$ cat config.mk
export PLATFORM = sky130hd
export DESIGN_NAME = adc_serial_capture
export DESIGN_NICKNAME = d
export VERILOG_FILES = /design/src/rtl/adc_serial_capture.sv
export SDC_FILE = /design/constraint.sdc
export NUM_CORES = 1
export LEC_CHECK = 0
export CORE_MARGIN = 8
export CORE_UTILIZATION = 35
export DETAILED_ROUTE_END_ITERATION = 12
export PLACE_DENSITY = 0.67
export REMOVE_ABC_BUFFERS = 1
export SLEW_MARGIN = 20
export SYNTH_ARGS = -nofsm -noshare
export SYNTH_HDL_FRONTEND = slang
export SYNTH_SLANG_ARGS = --single-unit
$ cat constraint.sdc
create_clock -name clk -period 4.01 [get_ports clk]
set_clock_uncertainty 0.05 [all_clocks]
set_input_delay 0.6015 -clock clk [delete_from_list [all_inputs] [get_ports clk]]
set_output_delay 0.6015 -clock clk [all_outputs]
set_load 0.01 [all_outputs]
$ cat src/rtl/adc_serial_capture.sv
// Six-channel serial ADC front end: drives a shared adc_clk/cs_n pair, deserialises all six
// data lines together and presents one coherent sample with a valid strobe and running index.
module adc_serial_capture #(
  parameter int unsigned CLK_DIV    = 25,
  parameter int unsigned LEAD_BITS  = 1,
  parameter int unsigned NUM_BITS   = 8,
  parameter int unsigned GAP_CYCLES = 50,
  parameter int unsigned IDX_W      = 12
) (
  input  logic                clk,
  input  logic                reset,
  input  logic                enable,
  input  logic [5:0]          data_in,
  output logic                adc_clk,
  output logic                cs_n,
  output logic [NUM_BITS-1:0] phase_a_v,
  output logic [NUM_BITS-1:0] phase_b_v,
  output logic [NUM_BITS-1:0] phase_c_v,
  output logic [NUM_BITS-1:0] phase_a_i,
  output logic [NUM_BITS-1:0] phase_b_i,
  output logic [NUM_BITS-1:0] phase_c_i,
  output logic                data_valid,
  output logic [IDX_W-1:0]    sample_index,
  output logic                busy
);

  localparam int unsigned NumEdges = 2 * (LEAD_BITS + NUM_BITS);
  localparam int unsigned DivW     = $clog2(CLK_DIV);
  localparam int unsigned EdgeW    = $clog2(NumEdges);
  localparam int unsigned GapW     = $clog2(GAP_CYCLES + 1);

  typedef enum logic [1:0] {StIdle, StConv, StGap} state_e;

  state_e                    state_q, state_d;
  logic [DivW-1:0]           div_q, div_d;
  logic [EdgeW-1:0]          edge_q, edge_d;
  logic [GapW-1:0]           gap_q, gap_d;
  logic                      adc_clk_q, adc_clk_d;
  logic                      cs_n_q, cs_n_d;
  logic                      valid_q, valid_d;
  logic [5:0][NUM_BITS-1:0]  shift_q, shift_d;
  logic [5:0][NUM_BITS-1:0]  word_q, word_d;
  logic [IDX_W-1:0]          count_q, count_d;
  logic [IDX_W-1:0]          index_q, index_d;

  always_ff @(posedge clk) begin
    if (reset) begin
      state_q   <= StIdle;
      div_q     <= '0;
      edge_q    <= '0;
      gap_q     <= '0;
      adc_clk_q <= 1'b0;
      cs_n_q    <= 1'b1;
      valid_q   <= 1'b0;
      shift_q   <= '0;
      word_q    <= '0;
      count_q   <= '0;
      index_q   <= '0;
    end else begin
      state_q   <= state_d;
      div_q     <= div_d;
      edge_q    <= edge_d;
      gap_q     <= gap_d;
      adc_clk_q <= adc_clk_d;
      cs_n_q    <= cs_n_d;
      valid_q   <= valid_d;
      shift_q   <= shift_d;
      word_q    <= word_d;
      count_q   <= count_d;
      index_q   <= index_d;
    end
  end

  always_comb begin
    state_d   = state_q;
    div_d     = div_q;
    edge_d    = edge_q;
    gap_d     = gap_q;
    adc_clk_d = adc_clk_q;
    cs_n_d    = cs_n_q;
    valid_d   = 1'b0;
    shift_d   = shift_q;
    word_d    = word_q;
    count_d   = count_q;
    index_d   = index_q;

    unique case (state_q)
      StIdle: begin
        adc_clk_d = 1'b0;
        cs_n_d    = 1'b1;
        if (enable) begin
          state_d = StConv;
          cs_n_d  = 1'b0;
          div_d   = '0;
          edge_d  = '0;
          shift_d = '0;
        end
      end
      StConv: begin
        if (div_q == DivW'(CLK_DIV - 1)) begin
          div_d     = '0;
          edge_d    = edge_q + 1'b1;
          adc_clk_d = ~adc_clk_q;
          // Lead bits are simply shifted out the top by the later data bits.
          if (!adc_clk_q) begin
            for (int ch = 0; ch < 6; ch++) begin
              shift_d[ch] = (shift_q[ch] << 1) | NUM_BITS'(data_in[ch]);
            end
          end
          if (edge_q == EdgeW'(NumEdges - 1)) begin
            state_d = StGap;
            cs_n_d  = 1'b1;
            valid_d = 1'b1;
            word_d  = shift_q;
            index_d = count_q;
            count_d = count_q + 1'b1;
            gap_d   = '0;
          end
        end else begin
          div_d = div_q + 1'b1;
        end
      end
      StGap: begin
        // Passing through idle for one cycle gives the GAP_CYCLES+1 high time.
        if (gap_q == GapW'(GAP_CYCLES - 1)) begin
          state_d = StIdle;
        end else begin
          gap_d = gap_q + 1'b1;
        end
      end
      default: state_d = StIdle;
    endcase
  end

  assign adc_clk      = adc_clk_q;
  assign cs_n         = cs_n_q;
  assign busy         = ~cs_n_q;
  assign data_valid   = valid_q;
  assign sample_index = index_q;
  assign phase_a_v    = word_q[0];
  assign phase_b_v    = word_q[1];
  assign phase_c_v    = word_q[2];
  assign phase_a_i    = word_q[3];
  assign phase_b_i    = word_q[4];
  assign phase_c_i    = word_q[5];

endmodule

==> run summary <==
## Drt
* **DRC viols** 0
* **drt first pass iters** 5
* **number of vias per cell** 4.925
* **number of DRC markers after the initial detailed-route iteration** 296
* **overall via count from detail_route** 4,477
* **antenna-violating nets left** 0
* **per-cell routed wire length** 13.35 microns
* **total wire length after detailed routing** 12,140 microns

## Synthesis
* **number of standard cells after synthesis** 657
* **post-synthesis cell area** 5301 sq um
* **Yosys warning count** 0
* **per-instance average area after synthesis** 8.069 sq um
* **register area share after synthesis** 53.25%
* **flip-flop cell with the highest count after synthesis** sky130_fd_sc_hd__dfxtp_1
* **number of enable flip-flop cells after synthesis** 0
* **number of register bits inferred by synthesis** 141
* **ys async rst share** 0%
* **count of distinct cell types in the synthesized netlist** 40

## Place
* **Routability Congestion** 0.7185
* **HPWL after DPL** 7367 microns
* **number of input and output port buffers inserted** 72

## Finish
* **total number of nets in the final design** 724
* **layout cell share with drive strength beyond 1** 6.519%
* **highest-count cells in the layout ignoring fill and taps** sky130_fd_sc_hd__nand2_1 (184), sky130_fd_sc_hd__dfxtp_1 (141), sky130_fd_sc_hd__a21oi_1 (124)
* **leading cell type in the layout, fill and taps excluded** sky130_fd_sc_hd__nand2_1
* **area grow syn2layout** 27.85%
* **antenna cell count** 0
* **total of fill cells in the finished design** 1,488
* **share of the core filled with cells** 45.25%

## Hold path
* **startpoint of the worst hold path** phase_b_v[5]$_SDFFE_PP0P_
* **path class of the lowest-slack min-delay path** reg -> reg

## Die
* **Die W** 139.1 microns
* **IO Count** 73
* **number of placement rows** 45
* **vertical die dimension** 139.1 microns
* **Total Die Area** 19,340 sq um
* **Floorplan Core Area** 14,980 sq um
* **initial core utilization** 35.40%

## Setup path
* **total buffers and inverters traversed by the critical path** 1
* **reg2reg setup slack** 1430 ps
* **number of cells on the critical path** 6
* **worst reg2reg path endpoint** gap_q[0]$_SDFFE_PP0P_
* **slowest stage delay, CP** 660 ps
* **endpoint of the most critical setup path** gap_q[0]$_SDFFE_PP0P_
* **worst reg-to-reg path cell count** 6
* **sequence of cells on the critical path** ha_1 > nor4bb_1 > nand3_2 > buf_4 > nand4b_1 > o31ai_1
* **startpoint of the most critical register-to-register path** edge_q[0]$_SDFFE_PP0P_
* **Data required, critical path** 4240 ps
* **slowest cell on the critical path** sky130_fd_sc_hd__nand3_2
* **critical path launch point type** flop
* **largest delay contributor family on the critical path** simple AND/OR/NAND/NOR gates
* **critical setup path kind** reg -> reg
* **CP max FO** 34
* **crit path DAT** 2810 ps
* **capturing element type of the critical path** flop
* **Worst Setup SP** edge_q[0]$_SDFFE_PP0P_

## STA
* **final-report setup violation count** 0
* **final hold slack** 402.2 ps
* **share of the cycle needed by the critical path after routing** 64.31%
* **maximum clock frequency** 0.3878 GHz
* **Hold Violations, Final** 0
* **number of slew-limit violations in the final report** 0
* **Period minus WS final** 2579 ps
* **Worst Max-Slew Pin Slew** 928.7 ps
* **slew margin rel.** 38.09%
* **RSZ-0062 raised after global routing** no

## Global routing
* **initial antenna violation count** 0
* **via count of the first global-routing pass** 4,280
* **grt total ovfl** 0
* **total global-route track usage** 12.97%
* **largest net degree at the start of global routing** 61
* **global-route wire length before repair** 20,770 microns

## Run status
* **status** complete, no violations

## Clock tree
* **H-tree Lvls** 4
* **CTS-repair resized insts** 0
* **CTS clk-pin slew, worst paths** 60 ps
* **clock tree from TritonCTS** done
* **clock buffers created by TritonCTS** 17
* **Max Root-Sink Buffers** 2
* **number of clock sinks seen by CTS** 141
* **hold bufs inserted after CTS** 0
* **Setup Buffers After CTS** 0
* **later-pin clock latency in the skew report** 420 ps
* **CTS Root Cell** sky130_fd_sc_hd__clkbuf_16

## Flow run
* **number of max-cap violations** 0

## Power and ir drop
* **Peak supply drop** 0.2755 mV
* **Leakage Power** 2.174 nW
* **sum of internal, switching and leakage power** 3.120 mW
* **Pwr per Cell Area** 460.4 nW/um^2

metrics by stage:
stage	worst slack (ps)	setup TNS, ps	instance area (sq um)	std cells
6_report	1431	0	6778	909
5_1_grt	1238	0	6778	909
4_1_cts	1388	0	6771	909
3_5_place_dp	1256	0	6150	877
3_3_place_gp	1296	0	6150	877
2_1_floorplan	-298.2	-16550	5115	610
worst min-delay path by stage:
stage                                 to  cells past startpoint  slack [ps]
2_1_floorplan  phase_a_i[7]$_SDFFE_PP0P_                      2         380
3_3_place_gp   phase_c_i[0]$_SDFFE_PP0P_                      2         390
3_5_place_dp   phase_a_i[3]$_SDFFE_PP0P_                      2         400
4_1_cts        phase_a_i[3]$_SDFFE_PP0P_                      2         400
5_1_grt        phase_b_v[0]$_SDFFE_PP0P_                      2         420
6_report       phase_b_v[5]$_SDFFE_PP0P_                      2         400
cell type report:
cell class              instances  area [sq um]  share of cell area (%)
flip-flops and latches        141          2823                   41.65
clock inverters                14         192.7                   2.843
multi-input cells             462          2288                   33.76
inverters                       7         26.28                  0.3877
repair buffers                 79         783.3                   11.56
clock buffers                  18         429.2                   6.332
well taps                     188         235.2                   3.471
cell families after synthesis:
| kind of cell | after synthesis | synth area share, % |
|---|---|---|
| xor gates and xnor gates | 8 | 1.322 |
| AOI/OAI and AO/OA | 148 | 14.59 |
| adders and majority gates | 7 | 1.652 |
| DFF | 141 | 53.25 |
| buffers and inverters | 54 | 4.012 |
| and+or+nand+nor | 298 | 24.97 |
| muxes | 1 | 0.2124 |
state kept, by name, summed over array words and instances (netlist names):
| name | count |
|---|---|
| count_q | 12 |
| shift_q | 48 |
| phase_c_v | 8 |
| phase_c_i | 8 |
| div_q | 5 |
| state_q | 2 |
| edge_q | 5 |
| phase_a_v | 8 |
| sample_index | 12 |
| data_valid | 1 |
| adc_clk | 1 |
| phase_b_i | 8 |
| phase_a_i | 8 |
| cs_n | 1 |
| gap_q | 6 |
| phase_b_v | 8 |
synth_stat cells, types with 3 or more instances:
cell                       number  area [sq um]
sky130_fd_sc_hd__nand2_1      184         690.7
sky130_fd_sc_hd__dfxtp_1      141          2823
sky130_fd_sc_hd__a21oi_1      124         620.6
sky130_fd_sc_hd__nand3_1       56         280.3
sky130_fd_sc_hd__clkbuf_1      40         150.1
sky130_fd_sc_hd__nor2_1        18         67.56
sky130_fd_sc_hd__o21ai_0       13         65.06
sky130_fd_sc_hd__or3_1         11         68.82
sky130_fd_sc_hd__ha_1           7         87.58
sky130_fd_sc_hd__inv_1          7         26.28
sky130_fd_sc_hd__nand4_1        5         31.28
sky130_fd_sc_hd__xor2_1         5         43.79
sky130_fd_sc_hd__buf_1          4         15.01
sky130_fd_sc_hd__nand4b_1       4         35.03
sky130_fd_sc_hd__nor3_1         4         20.02
sky130_fd_sc_hd__nand2b_1       3         18.77
sky130_fd_sc_hd__o31ai_1        3         22.52
sky130_fd_sc_hd__xnor2_1        3         26.28
worst register-to-register path, cell delays in order, from the launching register on:
cell,delay [ps]
sky130_fd_sc_hd__dfxtp_1,390
sky130_fd_sc_hd__ha_1,180
sky130_fd_sc_hd__nor4bb_1,430
sky130_fd_sc_hd__nand3_2,660
sky130_fd_sc_hd__buf_4,520
sky130_fd_sc_hd__nand4b_1,150
sky130_fd_sc_hd__o31ai_1,70
routing by layer:
layer | up-vias | part of all wire [%] | global-route usage (%)
met5 | - | 0 | 0
met4 | 0 | 1.3 | 4.853
met3 | 16 | 4.8 | 4.854
met2 | 82 | 45 | 20.11
met1 | 2057 | 49 | 16.07
li1 | 2322 | - | -
power breakdown:
part | switching (mW) | total (mW) | internal [mW]
Clock | 0.607 | 1.65 | 1.04
Combinational | 0.0467 | 0.0651 | 0.0184
Sequential | 0.00298 | 1.41 | 1.40
Total | 0.657 | 3.12 | 2.46
No activity file was read; power rests on OpenSTA's default activity.
==> variant: new RTL, same flow settings <==
The parameter `CLK_DIV` goes from 25 to 50.
--- a/src/rtl/adc_serial_capture.sv
+++ b/src/rtl/adc_serial_capture.sv
@@ -1,7 +1,7 @@
 // Six-channel serial ADC front end: drives a shared adc_clk/cs_n pair, deserialises all six
 // data lines together and presents one coherent sample with a valid strobe and running index.
 module adc_serial_capture #(
-  parameter int unsigned CLK_DIV    = 25,
+  parameter int unsigned CLK_DIV    = 50,
   parameter int unsigned LEAD_BITS  = 1,
   parameter int unsigned NUM_BITS   = 8,
   parameter int unsigned GAP_CYCLES = 50,
Function: no difference found for any inputs over 10 cycles, from zero or initial values and one cycle with reset high; that may be too few to reach the edited logic, so the function may still have changed.
==> variant against the original RTL <==
- final area down 2.3%
- synthesized cell count fell by 14%
- setup slack got worse by 0.15 ns
- largest cell class unchanged
- hold slack about the same
- routed wire length down 8.0%
- synthesized area is 1.5% lower
- sequential cell count increased by 1
- fmax fell by 5.5%
- total power fell by 0.23%
==> variant: results (changes against the original RTL) <==
- CP Max Fanout: 46 (+35%)
- Share of layout cells above drive strength 1: 0.07924 (+0.01405)
- Post-synthesis mux area share: 0.005992 (+0.003868)
- Pin count of the biggest net entering global routing: 51 (-16%)
- GP Congestion: 0.7305 (+1.7%)
- Met2 Use GR: 0.1807 (-0.02043)
- Cell Int Power: 2.492 mW (+1.2%)
- Post-synthesis xor/xnor area fraction: 0.006711 (-0.006505)
- Comb pwr: 0.0562 mW (-14%)
- Drt first-iter violations: 311 (+5.1%)
- Yosys cell types: 48 (+20%)
- Nets: 634 (-12%)
- Worst rel slew slack: 0.3956 (+0.01473)
- Synth top area cells: dfxtp_1 54%, nand2_1 9.7%, a22o_1 8.2%
- Clock Power Share: 0.527 (about the same)
- GRT Util Overall: 0.1156 (-0.01412)
- 1st-pass router iterations: 4 (-1)
- First-pass GRT wire length: 18860 um (-9.2%)
- Clock Latency Late Sink: 0.40 ns (-0.02 ns)
- Peak VDD IR: 0.2504 mV (-9.1%)
- HP Class: register to register
- Post-detail-place hpwl: 7516 um (+2.0%)
- WL met2: 5134 um (-5.6%)
- Cell Count Post-Placement: 783 (-11%)
- Register area share after synthesis: 0.5446 (+0.01213)
- Adder-Cell Fraction of Synth Area: 0.01678 (+0.0002574)
- Port buffer count: 72 (unchanged)
- Met1 Use GR: 0.1442 (-0.01654)
- Vias: 4152 (-7.3%)
- Post-synthesis compound-gate area fraction: 0.2045 (+0.05860)
- Leak Pwr: 2.266 nW (+4.2%)
- Outcome: finished clean
- Wirelength per Cell: 13.71 um (+2.7%)
- Met1 WL: 5366 um (-9.9%)
- Global Route met3 Usage: 0.03973 (-0.008811)
- Post-synth top cells: 142 x dfxtp_1, 135 x nand2_1, 80 x a21oi_1, 49 x a22o_1
- Crit-path max cell delay: 0.59 ns (-0.07 ns)
- Crit-path slowest cell: nand3_2
- Routed WL: 11170 um (-8.0%)
- Placed cell area: 0.005992 mm2 (-2.6%)
- Vias in the first global route: 3967 (-7.3%)
- Routed met3 length: 549 um (-5.5%)
- Crit path arrival time: 3.01 ns (+0.20 ns)
- Dpl ws: 1.283 ns (+0.02700 ns)
-- variant: changes by cell type after synthesis, moves of 5 or more --
cell,before,now
a21oi_1,124,80
a22o_1,0,49
buf_2,2,16
clkbuf_1,40,16
nand2_1,184,135
nand3_1,56,11
nor2_1,18,11
o21ai_0,13,7
o31ai_1,3,9
or3_1,11,6
or4_1,2,7
-- variant: final timing paths --
kind         slack (ns)               end  cells after the start        startpoint
min                0.40  sample_index[10]                      2  sample_index[10]
min reg2reg        0.40  sample_index[10]                      2  sample_index[10]
max reg2reg        1.28        count_q[3]                      6          div_q[0]
max                1.28        count_q[3]                      6          div_q[0]
-- variant: area by class of cell --
class                           instances  area, um2
Clock buffer                           19      442.9
Clock inverter                         13      186.4
Fill cell                            1373       7913
Inverter                                8      30.03
Multi-Input combinational cell        373       2141
Sequential cell                       142       2843
Tap cell                              184      230.2
Timing Repair Buffer                   76      748.2
